--- config.mk ---
export PLATFORM = sky130hd
export DESIGN_NAME = cpu_step_sequencer_flat
export DESIGN_NICKNAME = d
export VERILOG_FILES = /design/src/rtl/cpu_pkg.sv /design/src/rtl/cpu_step_sequencer_if.sv /design/src/rtl/mem_handshake_timer.sv /design/src/rtl/cpu_step_sequencer.sv /design/src/flat_wrapper.sv
export SDC_FILE = /design/constraint.sdc
export NUM_CORES = 1
export LEC_CHECK = 0
export CAP_MARGIN = 10
export CELL_PAD_IN_SITES_DETAIL_PLACEMENT = 0
export CELL_PAD_IN_SITES_GLOBAL_PLACEMENT = 1
export CORE_UTILIZATION = 25
export CTS_BUF_LIST = sky130_fd_sc_hd__clkbuf_8
export CTS_CLUSTER_DIAMETER = 150
export DETAILED_ROUTE_END_ITERATION = 6
export MAX_ROUTING_LAYER = met4
export PLACE_DENSITY = 0.73
export SETUP_SLACK_MARGIN = 0.2
export SLEW_MARGIN = 40
export SYNTH_ARGS = -nofsm -noshare
export SYNTH_HDL_FRONTEND = slang
export SYNTH_SLANG_ARGS = --single-unit
--- constraint.sdc ---
create_clock -name CLK -period 2.11 [get_ports CLK]
set_input_delay 0.5275 -clock CLK [delete_from_list [all_inputs] [get_ports CLK]]
set_output_delay 0.5275 -clock CLK [all_outputs]
set_load 0.005 [all_outputs]
--- src/rtl/cpu_pkg.sv ---
// rtl/cpu_pkg.sv - shared state encoding, opcode constants and width defaults for the step sequencer
package cpu_pkg;

    localparam int ADDR_W_DEF = 16;
    localparam int DATA_W_DEF = 16;

    typedef enum logic [2:0] {
        ST_IDLE      = 3'd0,
        ST_FETCH     = 3'd1,
        ST_DECODE    = 3'd2,
        ST_EXECUTE   = 3'd3,
        ST_MEMORY    = 3'd4,
        ST_WRITEBACK = 3'd5,
        ST_HALT      = 3'd6
    } seq_state_t;

    localparam logic [3:0] OP_ALU_MAX = 4'h7;
    localparam logic [3:0] OP_LOAD    = 4'h8;
    localparam logic [3:0] OP_STORE   = 4'h9;
    localparam logic [3:0] OP_BR      = 4'hA;
    localparam logic [3:0] OP_HALT    = 4'hF;

    function automatic logic is_alu_op(input logic [3:0] op);
        return (op <= OP_ALU_MAX);
    endfunction

endpackage

--- src/rtl/cpu_step_sequencer_if.sv ---
// rtl/cpu_step_sequencer_if.sv - memory req/ack bus between the sequencer (master) and memory (slave)
interface cpu_step_sequencer_if
    import cpu_pkg::*;
#(
    parameter int ADDR_W = ADDR_W_DEF,
    parameter int DATA_W = DATA_W_DEF
);

    logic              MEM_REQ;
    logic              MEM_WE;
    logic [ADDR_W-1:0] MEM_ADDR;
    logic [DATA_W-1:0] MEM_RDATA;
    logic              MEM_ACK;

    modport master (
        output MEM_REQ,
        output MEM_WE,
        output MEM_ADDR,
        input  MEM_RDATA,
        input  MEM_ACK
    );

    modport slave (
        input  MEM_REQ,
        input  MEM_WE,
        input  MEM_ADDR,
        output MEM_RDATA,
        output MEM_ACK
    );

endinterface

--- src/rtl/mem_handshake_timer.sv ---
// rtl/mem_handshake_timer.sv - counts unacknowledged request cycles and flags a timeout
module mem_handshake_timer #(
    parameter int TIMEOUT = 15
) (
    input  logic CLK,
    input  logic RST,
    input  logic req,
    input  logic ack,
    output logic timeout
);

    localparam logic [7:0] LIMIT = 8'(TIMEOUT - 1);

    logic [7:0] cnt_q;
    logic [7:0] cnt_d;

    // The count restarts whenever the request is low or completes, so a
    // back-to-back request after an ack gets a full window of its own.
    always_comb begin
        cnt_d = cnt_q;
        if (!req || ack) begin
            cnt_d = '0;
        end else begin
            cnt_d = cnt_q + 8'd1;
        end
    end

    always_ff @(posedge CLK) begin
        if (RST) begin
            cnt_q <= '0;
        end else begin
            cnt_q <= cnt_d;
        end
    end

    assign timeout = req && !ack && (cnt_q == LIMIT);

endmodule

--- src/rtl/cpu_step_sequencer.sv ---
// rtl/cpu_step_sequencer.sv - multi-cycle fetch/decode/execute/memory/writeback control for the 16-bit core
// Optional single-step input STEP is built when SEQ_SINGLE_STEP_EN is defined.
module cpu_step_sequencer
    import cpu_pkg::*;
#(
    parameter int ADDR_W      = ADDR_W_DEF,
    parameter int DATA_W      = DATA_W_DEF,
    parameter int MEM_TIMEOUT = 15
) (
    input  logic              CLK,
    input  logic              RST,
    input  logic              RUN,
`ifdef SEQ_SINGLE_STEP_EN
    input  logic              STEP,
`endif
    cpu_step_sequencer_if.master mem,
    input  logic [ADDR_W-1:0] EA,
    input  logic              BR_TAKEN,
    input  logic [ADDR_W-1:0] BR_TARGET,
    output logic [ADDR_W-1:0] PC,
    output logic [DATA_W-1:0] IR,
    output logic              ALU_EN,
    output logic              RF_WE,
    output logic              HALTED,
    output logic              ERR,
    output logic [2:0]        STATE
);

    seq_state_t        state_q, state_d;
    logic [ADDR_W-1:0] pc_q, pc_d;
    logic [DATA_W-1:0] ir_q, ir_d;
    logic [ADDR_W-1:0] mem_addr_q, mem_addr_d;
    logic              mem_req_q, mem_req_d;
    logic              mem_we_q, mem_we_d;
    logic              err_q, err_d;
`ifdef SEQ_SINGLE_STEP_EN
    logic              step_q, step_d;
`endif

    logic       timeout;
    logic       mem_done;
    logic       at_boundary;
    logic [3:0] opcode;

    assign opcode   = ir_q[DATA_W-1 -: 4];
    assign mem_done = mem_req_q && mem.MEM_ACK;

    mem_handshake_timer #(
        .TIMEOUT (MEM_TIMEOUT)
    ) u_timer (
        .CLK     (CLK),
        .RST     (RST),
        .req     (mem_req_q),
        .ack     (mem.MEM_ACK),
        .timeout (timeout)
    );

    always_comb begin
        state_d     = state_q;
        pc_d        = pc_q;
        ir_d        = ir_q;
        err_d       = err_q;
        at_boundary = 1'b0;
`ifdef SEQ_SINGLE_STEP_EN
        step_d      = step_q;
`endif

        case (state_q)
            ST_IDLE: begin
                if (RUN) begin
                    state_d = ST_FETCH;
`ifdef SEQ_SINGLE_STEP_EN
                end else if (STEP) begin
                    state_d = ST_FETCH;
                    step_d  = 1'b1;
`endif
                end
            end
            ST_FETCH: begin
                if (mem_done) begin
                    ir_d    = mem.MEM_RDATA;
                    pc_d    = pc_q + 1'b1;
                    state_d = ST_DECODE;
                end else if (timeout) begin
                    err_d   = 1'b1;
                    state_d = ST_HALT;
                end
            end
            ST_DECODE: begin
                state_d = ST_EXECUTE;
            end
            ST_EXECUTE: begin
                if (is_alu_op(opcode)) begin
                    state_d = ST_WRITEBACK;
                end else if (opcode == OP_LOAD || opcode == OP_STORE) begin
                    state_d = ST_MEMORY;
                end else if (opcode == OP_BR) begin
                    if (BR_TAKEN) begin
                        pc_d = BR_TARGET;
                    end
                    at_boundary = 1'b1;
                end else if (opcode == OP_HALT) begin
                    state_d = ST_HALT;
                end else begin
                    at_boundary = 1'b1;
                end
            end
            ST_MEMORY: begin
                if (mem_done) begin
                    if (opcode == OP_LOAD) begin
                        state_d = ST_WRITEBACK;
                    end else begin
                        at_boundary = 1'b1;
                    end
                end else if (timeout) begin
                    err_d   = 1'b1;
                    state_d = ST_HALT;
                end
            end
            ST_WRITEBACK: begin
                at_boundary = 1'b1;
            end
            ST_HALT: begin
                state_d = ST_HALT;
            end
            default: begin
                state_d = ST_IDLE;
            end
        endcase

        // RUN is only consulted here, so dropping it mid-instruction is harmless.
        if (at_boundary) begin
            state_d = RUN ? ST_FETCH : ST_IDLE;
`ifdef SEQ_SINGLE_STEP_EN
            if (step_q) begin
                state_d = ST_IDLE;
            end
            step_d = 1'b0;
`endif
        end
    end

    // Bus outputs are registered from the next state; the address is captured
    // only on phase entry so it cannot follow EA while a request is waiting.
    always_comb begin
        mem_req_d  = (state_d == ST_FETCH) || (state_d == ST_MEMORY);
        mem_we_d   = (state_d == ST_MEMORY) && (opcode == OP_STORE);
        mem_addr_d = mem_addr_q;
        if (state_d == ST_FETCH && state_q != ST_FETCH) begin
            mem_addr_d = pc_d;
        end else if (state_d == ST_MEMORY && state_q != ST_MEMORY) begin
            mem_addr_d = EA;
        end
    end

    always_ff @(posedge CLK) begin
        if (RST) begin
            state_q    <= ST_IDLE;
            pc_q       <= '0;
            ir_q       <= '0;
            mem_addr_q <= '0;
            mem_req_q  <= 1'b0;
            mem_we_q   <= 1'b0;
            err_q      <= 1'b0;
        end else begin
            state_q    <= state_d;
            pc_q       <= pc_d;
            ir_q       <= ir_d;
            mem_addr_q <= mem_addr_d;
            mem_req_q  <= mem_req_d;
            mem_we_q   <= mem_we_d;
            err_q      <= err_d;
        end
    end

`ifdef SEQ_SINGLE_STEP_EN
    always_ff @(posedge CLK) begin
        if (RST) begin
            step_q <= 1'b0;
        end else begin
            step_q <= step_d;
        end
    end
`endif

    assign mem.MEM_REQ  = mem_req_q;
    assign mem.MEM_WE   = mem_we_q;
    assign mem.MEM_ADDR = mem_addr_q;

    assign PC     = pc_q;
    assign IR     = ir_q;
    assign ALU_EN = (state_q == ST_EXECUTE);
    assign RF_WE  = (state_q == ST_WRITEBACK);
    assign HALTED = (state_q == ST_HALT);
    assign ERR    = err_q;
    assign STATE  = state_q;

endmodule

--- src/flat_wrapper.sv ---
// flat-port wrapper written by rule: the top's interface ports become plain ports
module cpu_step_sequencer_flat import cpu_pkg::*;
#(
    parameter int ADDR_W      = ADDR_W_DEF,
    parameter int DATA_W      = DATA_W_DEF,
    parameter int MEM_TIMEOUT = 15
)
  (CLK, RST, RUN, EA, BR_TAKEN, BR_TARGET, PC, IR, ALU_EN, RF_WE, HALTED, ERR, STATE, mem_MEM_REQ, mem_MEM_WE, mem_MEM_ADDR, mem_MEM_RDATA, mem_MEM_ACK);
  cpu_step_sequencer_if #(.ADDR_W(ADDR_W), .DATA_W(DATA_W)) mem_i ();
  input  logic CLK;
  input  logic RST;
  input  logic RUN;
  input  logic [ADDR_W-1:0] EA;
  input  logic BR_TAKEN;
  input  logic [ADDR_W-1:0] BR_TARGET;
  output logic [ADDR_W-1:0] PC;
  output logic [DATA_W-1:0] IR;
  output logic ALU_EN;
  output logic RF_WE;
  output logic HALTED;
  output logic ERR;
  output logic [2:0] STATE;
  output wire logic [$bits(mem_i.MEM_REQ)-1:0] mem_MEM_REQ;
  output wire logic [$bits(mem_i.MEM_WE)-1:0] mem_MEM_WE;
  output wire logic [$bits(mem_i.MEM_ADDR)-1:0] mem_MEM_ADDR;
  input wire logic [$bits(mem_i.MEM_RDATA)-1:0] mem_MEM_RDATA;
  input wire logic [$bits(mem_i.MEM_ACK)-1:0] mem_MEM_ACK;
  assign mem_MEM_REQ = mem_i.MEM_REQ;
  assign mem_MEM_WE = mem_i.MEM_WE;
  assign mem_MEM_ADDR = mem_i.MEM_ADDR;
  assign mem_i.MEM_RDATA = mem_MEM_RDATA;
  assign mem_i.MEM_ACK = mem_MEM_ACK;
  cpu_step_sequencer #(.ADDR_W(ADDR_W), .DATA_W(DATA_W), .MEM_TIMEOUT(MEM_TIMEOUT)) u_core (.CLK(CLK), .RST(RST), .RUN(RUN), .mem(mem_i), .EA(EA), .BR_TAKEN(BR_TAKEN), .BR_TARGET(BR_TARGET), .PC(PC), .IR(IR), .ALU_EN(ALU_EN), .RF_WE(RF_WE), .HALTED(HALTED), .ERR(ERR), .STATE(STATE));
endmodule
# --- After elaboration in Yosys (flattened, before gate mapping) ---
# Cells that the tools add are included.
op_classes:
  add_sub_neg: 2
  n_lt_le_gt_ge: 1
  eq_ne: 15
  n_mux: 27
  n_bitwise: 1
  n_reduce_logical: 17
ops:
  columns: ["cell", "count"]
  rows:
  - ["16-bit two-way mux", 7]
  - ["16-bit one-hot mux with 2 select lines", 1]
  - ["3-bit two-way mux", 10]
  - ["3-bit one-hot mux with 7 select lines", 1]
  - ["16-bit by 1-bit adder with 16-bit output, second input constant", 1]
  - ["4-bit == test, second input constant", 4]
  - ["3-bit == test, second input constant", 4]
  - ["8-bit by 1-bit adder with 8-bit output, second input constant", 1]
  - ["8-bit by 4-bit == test with 1-bit output, second input constant", 1]
  - ["1-bit two-way mux", 7]
  - ["3-bit by 1-bit == test with 1-bit output, second input constant", 2]
  - ["3-bit by 2-bit == test with 1-bit output, second input constant", 2]
  - ["1-bit logical AND", 6]
  - ["4-bit by 3-bit less-or-equal comparator with 1-bit output, second input constant", 1]
  - ["2-bit OR reduction", 2]
  - ["3-bit logical NOT", 1]
  - ["1-bit logical OR", 3]
  - ["3-bit by 1-bit inequality test with 1-bit output, second input constant", 1]
  - ["3-bit inequality test, second input constant", 1]
  - ["1-bit one-hot mux with 3 select lines", 1]
  - ["3-bit AND reduction", 1]
  - ["1-bit logical NOT", 2]
  - ["2-bit AND reduction", 1]
  - ["2-bit nonzero test", 1]
  - ["1-bit NOT", 1]
word_totals:
  register_bits: 62
  inputBits: 53
  out_inout_bits: 57
  word_cells: 71

# --- Logic depth before layout (Yosys ltp) ---
# Gate-level depths: netlist (run 1).
depth:
  ltp_word: 11
  depth_mapped: 10
  depth_no_buf: 9

# --- Hierarchy ---
# Synthesis (run 1) repeated with hierarchy kept, for this count alone.
hier_totals:
  hier_cells: 393
  area_unflattened_um2: 3215.6
modules_own_cells:
  columns: ["mod", "instances", "cells_each", "area_each_um2", "seq_area_each_um2"]
  rows:
  - ["cpu_step_sequencer", 1, 353, 2859.0, 1081.0]
  - ["mem_handshake_timer", 1, 40, 356.6, 160.2]

# --- Worst setup path before layout (run 1) ---
# Ideal clock, no wire load.
synth_timing:
  kind: "input to register"
  startpoint: "in mem_MEM_ACK"
  endpoint: "reg u_core.mem_addr_q[11], in the netlist u_core.mem.MEM_ADDR[11]"
  setup_time_ps: 86
  arrival_time_ps: 2188
  required_ps: 2024
  setup_slack_ps: -163
  stages: 8
  n_path_buf: 1
  path_cell_list: "nor4bb_1 -> nand3_1 -> o221a_2 -> nor3_4 -> nand3_4 -> buf_6 -> mux2i_1 -> a211oi_1"
synth_via:
  elab_chain_cells: 10
  word_cells_on_any_way: 19
  classes_between: "eq/ne (2); mux (10); reduce/logical (7)"
synth_rtl:
  columns: ["element", "line_no", "source"]
  rows:
  - ["from (decl)", "flat_wrapper.sv:27", "input wire logic [$bits(mem_i.MEM_ACK)-1:0] mem_MEM_ACK;"]
  - ["1-bit logical NOT", "mem_handshake_timer.sv:36", "assign timeout = req && !ack && (cnt_q == LIMIT);"]
  - ["1-bit logical AND (2 in a row)", "mem_handshake_timer.sv:36", null]
  - ["3-bit two-way mux", "cpu_step_sequencer.sv:84, cpu_step_sequencer.sv:115", null]
  - ["3-bit two-way mux, on equally long branches", "cpu_step_sequencer.sv:109, cpu_step_sequencer.sv:80", null]
  - ["3-bit one-hot mux with 7 select lines", "cpu_step_sequencer.sv:68", "case (state_q)"]
  - ["3-bit two-way mux", "cpu_step_sequencer.sv:132", "if (at_boundary) begin"]
  - ["3-bit by 1-bit == test with 1-bit output / 3-bit == test (equally long branches)", "cpu_step_sequencer.sv:149, cpu_step_sequencer.sv:151", null]
  - ["1-bit logical AND, on equally long branches", "cpu_step_sequencer.sv:149, cpu_step_sequencer.sv:151", null]
  - ["16-bit two-way mux / 2-bit nonzero test (equally long branches)", null, null]
  - ["to (signal assigned)", "cpu_step_sequencer.sv:169", "mem_addr_q <= mem_addr_d;"]
  - ["to (decl)", "cpu_step_sequencer.sv:32", "logic [ADDR_W-1:0] mem_addr_q, mem_addr_d;"]
# Parallel ways exist; a longest one is shown, timed or not.
# A chain may end at the register's enable or synchronous reset.

# --- Worst setup path in the final report (run 1) ---
layout_timing:
  startpoint: "reg u_core.ir_q[12], in the netlist u_core.IR[12]"
  endpoint: "reg u_core.mem_addr_q[3], in the netlist u_core.mem.MEM_ADDR[3]"
layout_via:
  elab_chain_cells: 10
  word_cells_on_any_way: 31
  classes_between: "order compare (1); eq/ne (6); mux (20); reduce/logical (4)"
layout_rtl:
  columns: ["element", "line_no", "source"]
  rows:
  - ["from (decl)", "cpu_step_sequencer.sv:31", "logic [DATA_W-1:0] ir_q, ir_d;"]
  - ["from (signal assigned)", "cpu_step_sequencer.sv:168", "ir_q <= ir_d;"]
  - ["4-bit == test", "cpu_step_sequencer.sv:102", "end else if (opcode == OP_HALT) begin"]
  - ["3-bit two-way mux / 1-bit two-way mux (equally long branches)", "cpu_step_sequencer.sv:102", null]
  - ["3-bit two-way mux / 1-bit two-way mux (equally long branches)", "cpu_step_sequencer.sv:97", "end else if (opcode == OP_BR) begin"]
  - ["3-bit two-way mux / 1-bit two-way mux (equally long branches)", "cpu_step_sequencer.sv:95", "end else if (opcode == OP_LOAD || opcode == OP_STORE) begin"]
  - ["3-bit two-way mux / 1-bit two-way mux (equally long branches)", "cpu_step_sequencer.sv:93", "if (is_alu_op(opcode)) begin"]
  - ["3-bit one-hot mux with 7 select lines / 1-bit one-hot mux with 3 select lines (equally long branches)", "cpu_step_sequencer.sv:68", null]
  - ["3-bit two-way mux", "cpu_step_sequencer.sv:132", null]
  - ["3-bit by 1-bit == test with 1-bit output / 3-bit == test (equally long branches)", "cpu_step_sequencer.sv:149, cpu_step_sequencer.sv:151", null]
  - ["1-bit logical AND, on equally long branches", "cpu_step_sequencer.sv:149, cpu_step_sequencer.sv:151", null]
  - ["16-bit two-way mux / 2-bit nonzero test (equally long branches)", null, null]
# Parallel ways exist; a longest one is shown, timed or not.

==> flow_summary.yaml, run 1 <==
cells_and_area:
  drive_gt1_share_pct: 28.2
  syn2layout_area_growth_pct: 70.1
  nNetsFinal: 589
  antenna_cells: 0
clocking:
  htree_levels: 3
  clk_latency_ns: 0.35
  cts_buffers: 9
  cts_hold_buf: 0
  root_buffer: "clkbuf_8"
  cts_tree: "done"
  clock-sinks: 62
  clock_path_buffers: 2
  clk_pin_slew_ns: 0.06
synthesis:
  avgSynthCellArea_um2: 8.75
  asyncSetResetFlopFracSynth_pct: 0
  synth.area.top_cells: "dfxtp_1 (39%), nand2_1 (6.5%), mux2i_1 (5.3%)"
  synth-edff-count: 0
  synth_area_um2: 3180
  ys.flop_type: "dfxtp_1"
  ys_ff_latch: 62
  synth_top_area_share_pct: 39.0
  yosysTopAreaCell: "dfxtp_1"
  synth_nets: 420
  yosysUniqueCellTypes: 57
  ys_seq_area_share_pct: 39.0
  synthCells: 364
  ys_warn_count: 0
global_route:
  grt_max_degree: 23
  antenna_found_initial: 0
  grt_pass1_vias: 3423
  grt_overflow: 0
  grt_pass1_wl_mm: 16.8
  grt_use_total_pct: 16.9
worst_setup_path:
  endpoint_kind: "flip-flop"
  cp_max_fo: 15
  cp-start-kind: "flip-flop"
  critPathRequiredTime_ns: 2.37
  critical_path_class: "reg2reg"
  worstPathArrival_ns: 2.36
drt:
  firstDrtPassIters: 5
  drt_iter0_drc: 178
  met2_wirelength_mm: 5.14
  viasPerCell: 4.85
  postRouteAntennaNets: 0
  drc: 0
  routedWlPerCell_um: 15.2
  wl_met3_um: 633
  maxUsedRoutingLayer: "met4"
  drt-met1-wl_mm: 4.74
  wirelength_mm: 10.7
  vias: 3417
timing:
  maxSlewHeadroom_pct: 70.4
  worst_pin_slew_ns: 0.444
  fin_setup_tns_ns: 0
  maxSlewViolCount: 0
  skew_ns: 0.00776
  min_period_ns: 2.10
  fmax_mhz: 475
  rsz0062_at_grt: "true"
  worst_slack_ns: 0.00604
  post-route-period-util_pct: 99.7
  hold_violations: 0
  finalSetupViolCount: 0
die:
  fp.dieArea_um2: 13200
  die-height_um: 115
  start_util_pct: 26.1
  coreArea_um2: 12200
  io_pins: 110
  placementRows: 40
  die_w_um: 115
status:
  run_status: "finished, final reports clean"
power_and_ir_drop:
  p_leak_nw: 2.20
  p_per_area_nw_per_um2: 536
  vdd_ir_drop_max_mv: 0.285
placed_design:
  port_buffers: 109
  place.gp.congestion: 0.854
  dp_slack_ns: -0.724
  dp_hpwl_mm: 7.77
job:
  cap_viol_max_count: 0
worst_hold_path:
  hold_path.class: "reg2reg"
-- what timing repair did --
item / in CTS / in global routing
hold endpoints to repair: 0 / 0
gates resized for setup: 54 / 41
endpoints found under the setup margin: 43 / 39
buffers inserted: 12 / 3
pin swaps: 12 / 16
-- metal layers --
layer  global-route usage (%)  vias to the layer above
li1                         -                     1680
met4                     6.84                        0
met5                        -                        -
met3                     3.43                       12
met1                     19.9                     1610
met2                     28.0                      115
-- kinds of logic (layout without fill, tap and decap cells) --
kind of cell,count (synthesis),count (layout),synth area share [%]
AND/OR/NAND/NOR,157,157,26.4
AO/OA/AOI/OAI,88,88,20.8
flip-flops,62,62,39.0
buffers and inverters,25,197,3.93
multiplexers,17,17,5.34
XOR/XNOR,12,12,3.30
adder cells (fa/ha/maj),3,3,1.18
-- critical path, stage by stage (launching register included) --
cell and delay [ns]:
dfxtp_4 0.36, nor4b_4 0.32, nor3_2 0.09, a211o_4 0.35
a31oi_4 0.23, o211ai_4 0.12, buf_12 0.16, buf_4 0.15
a211oi_1 0.22
-- report_power, final --
| part | internal [mW] | switching [mW] |
|---|---|---|
| Combinational | 0.397 | 0.273 |
| Sequential | 1.22 | 0.0350 |
| Clock | 0.518 | 0.456 |
| Total | 2.14 | 0.764 |
-- placed cells by master (no fill, tap or decap), types with 3 or more instances in the layout --
| cell type | instances |
|---|---|
| and3_1 | 6 |
| clkdlybuf4s50_1 | 96 |
| nor2_1 | 32 |
| xor2_1 | 7 |
| dfxtp_4 | 7 |
| a21oi_1 | 21 |
| buf_8 | 3 |
| and2_1 | 3 |
| o21ai_0 | 8 |
| nor3b_1 | 3 |
| a211oi_1 | 18 |
| xnor2_1 | 5 |
| nor4bb_4 | 3 |
| clkbuf_2 | 3 |
| clkbuf_8 | 9 |
| dfxtp_2 | 9 |
| o21ai_2 | 3 |
| inv_1 | 4 |
| dfxtp_1 | 46 |
| dlymetal6s2s_1 | 4 |
| buf_12 | 3 |
| nor2_4 | 4 |
| a221oi_1 | 6 |
| a31oi_1 | 5 |
| nor4bb_2 | 3 |
| mux2i_1 | 17 |
| nor2b_1 | 5 |
| a221oi_2 | 7 |
| nand3b_1 | 3 |
| a222oi_1 | 6 |
| nor3_1 | 6 |
| nand2_1 | 54 |
| nand4_1 | 4 |
| dlygate4sd2_1 | 4 |
| nand3_1 | 8 |
| buf_4 | 57 |
| buf_6 | 8 |
-- worst paths after layout --
| kind | from | end | slack (ns) | cells after the start |
|---|---|---|---|---|
| max | u_core.IR[12] | u_core.mem.MEM_ADDR[3] | 0.006 | 8 |
| min | u_core.IR[0] | u_core.IR[0] | 0.46 | 2 |
| max reg2reg | u_core.IR[12] | u_core.mem.MEM_ADDR[3] | 0.006 | 8 |
| min reg2reg | u_core.IR[0] | u_core.IR[0] | 0.46 | 2 |
-- per-stage QoR --
stage,utilization [%],area (um^2),power (mW),cells,hold WS [ns]
floorplan,-,3230,1.54,364,0.441
global placement,39.7,4850,1.86,675,0.442
detailed placement,39.7,4850,1.87,675,0.447
CTS,43.2,5280,2.91,701,0.456
global route,44.4,5420,3.04,704,0.475
finish,44.4,5420,2.90,704,0.456
-- layout make-up --
cell class | count | area, um^2
Timing Repair Buffer | 180 | 1700
Clock inverter | 5 | 46.3
Inverter | 3 | 11.3
Sequential cell | 62 | 1280
Fill cell | 1242 | 6790
Clock buffer | 9 | 124
Multi-Input combinational cell | 277 | 2050
Tap cell | 168 | 210
-- cells in the mapped netlist, drive strengths merged (2+ instances only) --
cell,number
dfxtp,62
nand2,55
nor2,37
a21oi,22
a211oi,19
mux2i,17
a221oi,13
clkbuf,12
o21ai,11
buf,10
nand3,10
nor3,8
nor4bb,8
nor2b,7
xor2,7
a222oi,6
a31oi,6
and3,6
nor3b,5
xnor2,5
and2,4
nand4,4
ha,3
inv,3
nand3b,3
nor4,2
o211ai,2
or3b,2
-- registers in the layout, indices dropped and copies added (netlist names) --
register	cells
u_core.PC	16
u_core.mem.MEM_WE	1
u_core.ERR	1
u_core.IR	16
u_core.mem.MEM_REQ	1
u_core.STATE	3
u_core.u_timer.cnt_q	8
u_core.mem.MEM_ADDR	16
Note: power is estimated with default switching activity, not from simulation.
==> run 2, diff against run 1 <==
CAP_MARGIN = 20   (was 10)
clock period = 1.72 ns   (was 2.11 ns; I/O delays follow)
==> run 2 against run 1 <==
  * The flow now finishes with violations (negative setup slack)
  * Total power rose by 45%
  * Largest cell class unchanged
  * Clock-buffer cell count increased by 1
  * Sequential cell count stayed put
  * Final area rose by 19%
  * Highest routed layer unchanged
==> flow_summary.yaml, run 2 (same netlist as run 1, synthesis figures left out) <==
job:
  cap_viol_max_count: 0
worst_setup_path:
  endpoint_kind: "flip-flop"
  cp_max_fo: 8
  worstPathArrival_ns: 2.45
  critPathRequiredTime_ns: 2.00
  reg2reg_depth: 9
  cp-start-kind: "flip-flop"
  critical_path_class: "reg2reg"
global_route:
  grt_use_total_pct: 17.3
  grt_pass1_wl_mm: 17.2
  grt_max_degree: 55
  grt_pass1_vias: 3519
  grt_overflow: 0
  antenna_found_initial: 0
drt:
  postRouteAntennaNets: 0
  firstDrtPassIters: 5
  vias: 3717
  routedWlPerCell_um: 15.5
  drc: 0
  viasPerCell: 4.87
  drt_iter0_drc: 236
  wirelength_mm: 11.9
die:
  io_pins: 110
  coreArea_um2: 12200
  placementRows: 40
  die-height_um: 115
  fp.dieArea_um2: 13200
  start_util_pct: 26.1
  die_w_um: 115
clocking:
  root_buffer: "clkbuf_8"
  clock_path_buffers: 2
  htree_levels: 3
  clock-sinks: 62
  clk_latency_ns: 0.36
  cts_tree: "done"
  cts_buffers: 9
  clk_pin_slew_ns: 0.07
cells_and_area:
  nNetsFinal: 647
  antenna_cells: 0
  syn2layout_area_growth_pct: 103
  fill_cells: 1118
  mostFrequentLayoutCells: "buf_4 (79), clkdlybuf4s50_1 (50), buf_6 (46)"
  drive_gt1_share_pct: 47.7
  instances_no_fill: 764
  final_util_pct: 53.0
  final_common_cell: "buf_4"
timing:
  skew_ns: 0.0125
  worst_slack_ns: -0.452
  min_period_ns: 2.17
  hold_violations: 0
  post-route-period-util_pct: 126
  rsz0062_at_grt: "true"
  finalSetupViolCount: 35
  fmax_mhz: 461
  maxSlewHeadroom_pct: 69.7
  maxSlewViolCount: 0
  worst_pin_slew_ns: 0.453
placed_design:
  port_buffers: 109
  dp_slack_ns: -0.953
  place.gp.congestion: 0.858
  dp_hpwl_mm: 7.83
  dp_cells: 706
power_and_ir_drop:
  vdd_ir_drop_max_mv: 0.403
  p_total_mw: 4.20
  p_leak_nw: 2.77
  p_per_area_nw_per_um2: 649
worst_hold_path:
  holdPathStages: 2
  hold_path.class: "reg2reg"
status:
  run_status: "finished, violations left"
  violations: "negative setup slack"
-- run 2: cell count changes in the layout (fill, tap and decap cells not counted), sizes merged --
cell           delta
buf              +65
clkdlybuf4s50    -46
dlygate4sd2      +32
clkdlybuf4s15    +11
dlymetal6s2s      -4
bufinv            +3
inv               -3
clkbuf            +1
clkinvlp          +1
-- run 2: worst paths after layout --
check | from | end | slack [ns]
setup / recovery | u_core.STATE[2] | u_core.mem.MEM_ADDR[5] | -0.45
hold reg to reg | u_core.IR[11] | u_core.IR[11] | 0.45
setup reg to reg | u_core.STATE[2] | u_core.mem.MEM_ADDR[5] | -0.45
hold / removal | u_core.IR[11] | u_core.IR[11] | 0.45
-- run 2: layer usage --
layer  GRT usage [%]  part of all wire [%]
met1            20.3                    43
met2            28.7                    48
met3            4.11                   7.0
met4            6.32                   2.0
met5               -                     0
-- run 2: area by class of cell --
cell class,count,area [um^2],area share (%)
Clock inverter,6,133,2.05
Multi-Input combinational cell,277,2370,36.6
Sequential cell,62,1310,20.3
Clock buffer,10,138,2.13
Inverter,3,18.8,0.290
Timing Repair Buffer,238,2290,35.4
Tap cell,168,210,3.25
-- run 2: through the flow --
step           area, um^2  hold slack (ns)  setup TNS [ns]
2_1_floorplan        3350            0.441           -5.10
3_3_place_gp         5220            0.442          -31.14
3_5_place_dp         5220            0.447          -32.63
4_1_cts              5910            0.453           -7.20
5_1_grt              6470            0.480          -11.88
6_report             6470            0.450           -8.57
-- run 2: where the power goes --
group | internal, mW | switching [mW] | leakage (nW) | total [mW]
registers | 1.49 | 0.0469 | 0.520 | 1.54
logic | 0.526 | 0.393 | 2.12 | 0.919
clock network | 1.15 | 0.599 | 0.132 | 1.74
-- run 2: repair_timing --
action	4_1_cts	5_1_grt
endpoints found under the setup margin	110	70
pin swaps	20	29
hold buffers	0	0
hold endpoints to repair	0	0
gates cloned	0	2
gates resized for setup	204	85
setup buffers	18	22
-- run 2: worst max-delay path: stages, from the launching register on --
cell and delay (ns):
dfxtp_4 0.38, nand3b_1 0.21, buf_6 0.15, buf_4 0.14
o221a_4 0.30, nor3_4 0.22, nand3_4 0.14, buf_12 0.18
mux2i_4 0.18, a211oi_2 0.20
==> run 3, diff against run 2 <==
MAX_ROUTING_LAYER = unset   (was met4)
SLEW_MARGIN = 20   (was 40)
==> run 3 against run 2 <==
  * The flow still finishes with violations (negative setup slack)
  * Non-clock buffer count stayed put
  * Sequential power barely moved
  * Core utilization about the same
  * Sequential share of layout area hardly changed
  * Die area did not move
  * Critical path depth stayed put
  * Clock power about the same
  * Via count is 0.62% lower
  * Largest cell class unchanged
  * Global-route usage shrank 0.49 points
  * Register-to-register slack hardly changed
  * Clock-buffer cell count unchanged
==> flow_summary.yaml, run 3 (same netlist as run 1, synthesis figures left out) <==
timing:
  hold_violations: 0
  skew_ns: 0.0117
  worst_pin_slew_ns: 0.449
  finalSetupViolCount: 35
  maxSlewHeadroom_pct: 69.9
  maxSlewViolCount: 0
  min_period_ns: 2.18
  worst_slack_ns: -0.456
  post-route-period-util_pct: 126
  rsz0062_at_grt: "true"
  fmax_mhz: 460
placed_design:
  dp_hpwl_mm: 7.83
  dp_cells: 706
  dp_slack_ns: -0.953
  port_buffers: 109
  place.gp.congestion: 0.844
  place_area_um2: 5220
cells_and_area:
  syn2layout_area_growth_pct: 103
  multi_input_area_um2: 2370
  nNetsFinal: 647
  stdcell_area_um2: 6470
  seq_area_um2: 1310
  fill_cells: 1116
  antenna_cells: 0
  final_common_cell: "buf_4"
  drive_gt1_share_pct: 47.7
  mostFrequentLayoutCells: "buf_4 (78), clkdlybuf4s50_1 (50), buf_6 (47)"
  instances_no_fill: 764
worst_setup_path:
  max_stage_delay_ns: 0.38
  critPathRequiredTime_ns: 2.00
  critical_path_class: "reg2reg"
  cp_max_fo: 8
  cp-start-kind: "flip-flop"
  worstPathCellList: "nand3b_1 -> buf_6 -> buf_4 -> o221a_4 -> nor3_4 -> nand3_4 -> buf_12 -> mux2i_4 -> a211oi_2"
  endpoint_kind: "flip-flop"
  worstPathArrival_ns: 2.45
  cp_slowest_cell: "dfxtp_4"
die:
  fp.dieArea_um2: 13200
  io_pins: 110
  die_w_um: 115
  coreArea_um2: 12200
  start_util_pct: 26.1
  placementRows: 40
  die-height_um: 115
clocking:
  clk_latency_ns: 0.36
  clock-sinks: 62
  htree_levels: 3
  clock_path_buffers: 2
  cts_tree: "done"
  cts_hold_buf: 0
  root_buffer: "clkbuf_8"
  cts_buffers: 9
  clk_pin_slew_ns: 0.07
status:
  violations: "negative setup slack"
  run_status: "finished, violations left"
drt:
  maxUsedRoutingLayer: "met4"
  postRouteAntennaNets: 0
  viasPerCell: 4.84
  wl_met3_um: 830
  wirelength_mm: 11.8
  routedWlPerCell_um: 15.5
  drt-met1-wl_mm: 5.07
  drt_iter0_drc: 211
  drc: 0
  firstDrtPassIters: 4
  vias: 3694
  met2_wirelength_mm: 5.71
global_route:
  grt_pass1_vias: 3517
  grt_max_degree: 55
  grt_use_total_pct: 16.8
  grt_overflow: 0
  grt_pass1_wl_mm: 17.3
  antenna_found_initial: 0
power_and_ir_drop:
  p_int_mw: 3.16
  sw_frac_of_total_pct: 25.0
  p_switching_mw: 1.05
  p_leak_nw: 2.77
  vdd_ir_drop_max_mv: 0.404
  power.share.sequential_pct: 36.4
  p_per_area_nw_per_um2: 651
  pwr-share-comb_pct: 21.8
  p_clk_share_pct: 41.8
worst_hold_path:
  hold_path.class: "reg2reg"
job:
  cap_viol_max_count: 0
run 3: cell types whose count changed in the layout (fill, tap and decap cells not counted):
cell,change
buf_6,+1
buf_4,-1
run 3: routing by layer:
layer,vias to the layer above,GRT usage [%]
met2,134,28.7
met3,18,4.74
met4,0,6.32
met5,-,0
li1,1806,-
met1,1736,20.0
run 3: what timing repair did:
item,in CTS,in global routing
setup endpoints to repair,110,70
pin swaps,20,29
endpoints found under the hold margin,0,0
cloned,0,2
gates resized for setup,204,86
buffers inserted,18,22
run 3: worst max-delay path: cells and delay by family (launching register included):
family / cells / cell delay [ns]
AOI/OAI and AO/OA: 2 / 0.50
buffers and inverters: 3 / 0.47
DFF: 1 / 0.38
muxes: 1 / 0.18
and+or+nand+nor: 3 / 0.57
run 3: path summary, 6_finish.rpt:
path	slack [ns]	start	to	cells after the start
max	-0.46	u_core.STATE[2]	u_core.mem.MEM_ADDR[5]	9
min reg2reg	0.45	u_core.IR[11]	u_core.IR[11]	2
max reg2reg	-0.46	u_core.STATE[2]	u_core.mem.MEM_ADDR[5]	9
min	0.45	u_core.IR[11]	u_core.IR[11]	2
run 3: stage by stage:
step | hold slack, ns | utilization (%) | total power, mW | setup TNS (ns)
after floorplan | 0.441 | - | 1.91 | -5.10
after global placement | 0.442 | 42.7 | 2.34 | -31.14
after detailed placement | 0.447 | 42.7 | 2.36 | -32.63
after CTS | 0.453 | 48.4 | 4.15 | -7.20
after global routing | 0.480 | 53.0 | 4.39 | -11.89
final | 0.451 | 53.0 | 4.21 | -8.55
run 3: power by group through the flow:
stage                     registers, mW  clock network, mW  logic, mW
after detailed placement           1.58                  0      0.771
after floorplan                    1.58                  0      0.329
final                              1.53               1.76      0.919
after global routing               1.54               1.86      0.982
after global placement             1.58                  0      0.755
after CTS                          1.54               1.79      0.825
run 3: layout make-up:
class                      instances  share of cell area [%]
clock buffer                      10                    2.13
sequential                        62                    20.3
multi-input combinational        277                    36.5
clock inverter                     6                    2.05
tap                              168                    3.25
inverter                           3                   0.290
timing repair buffer             238                    35.5
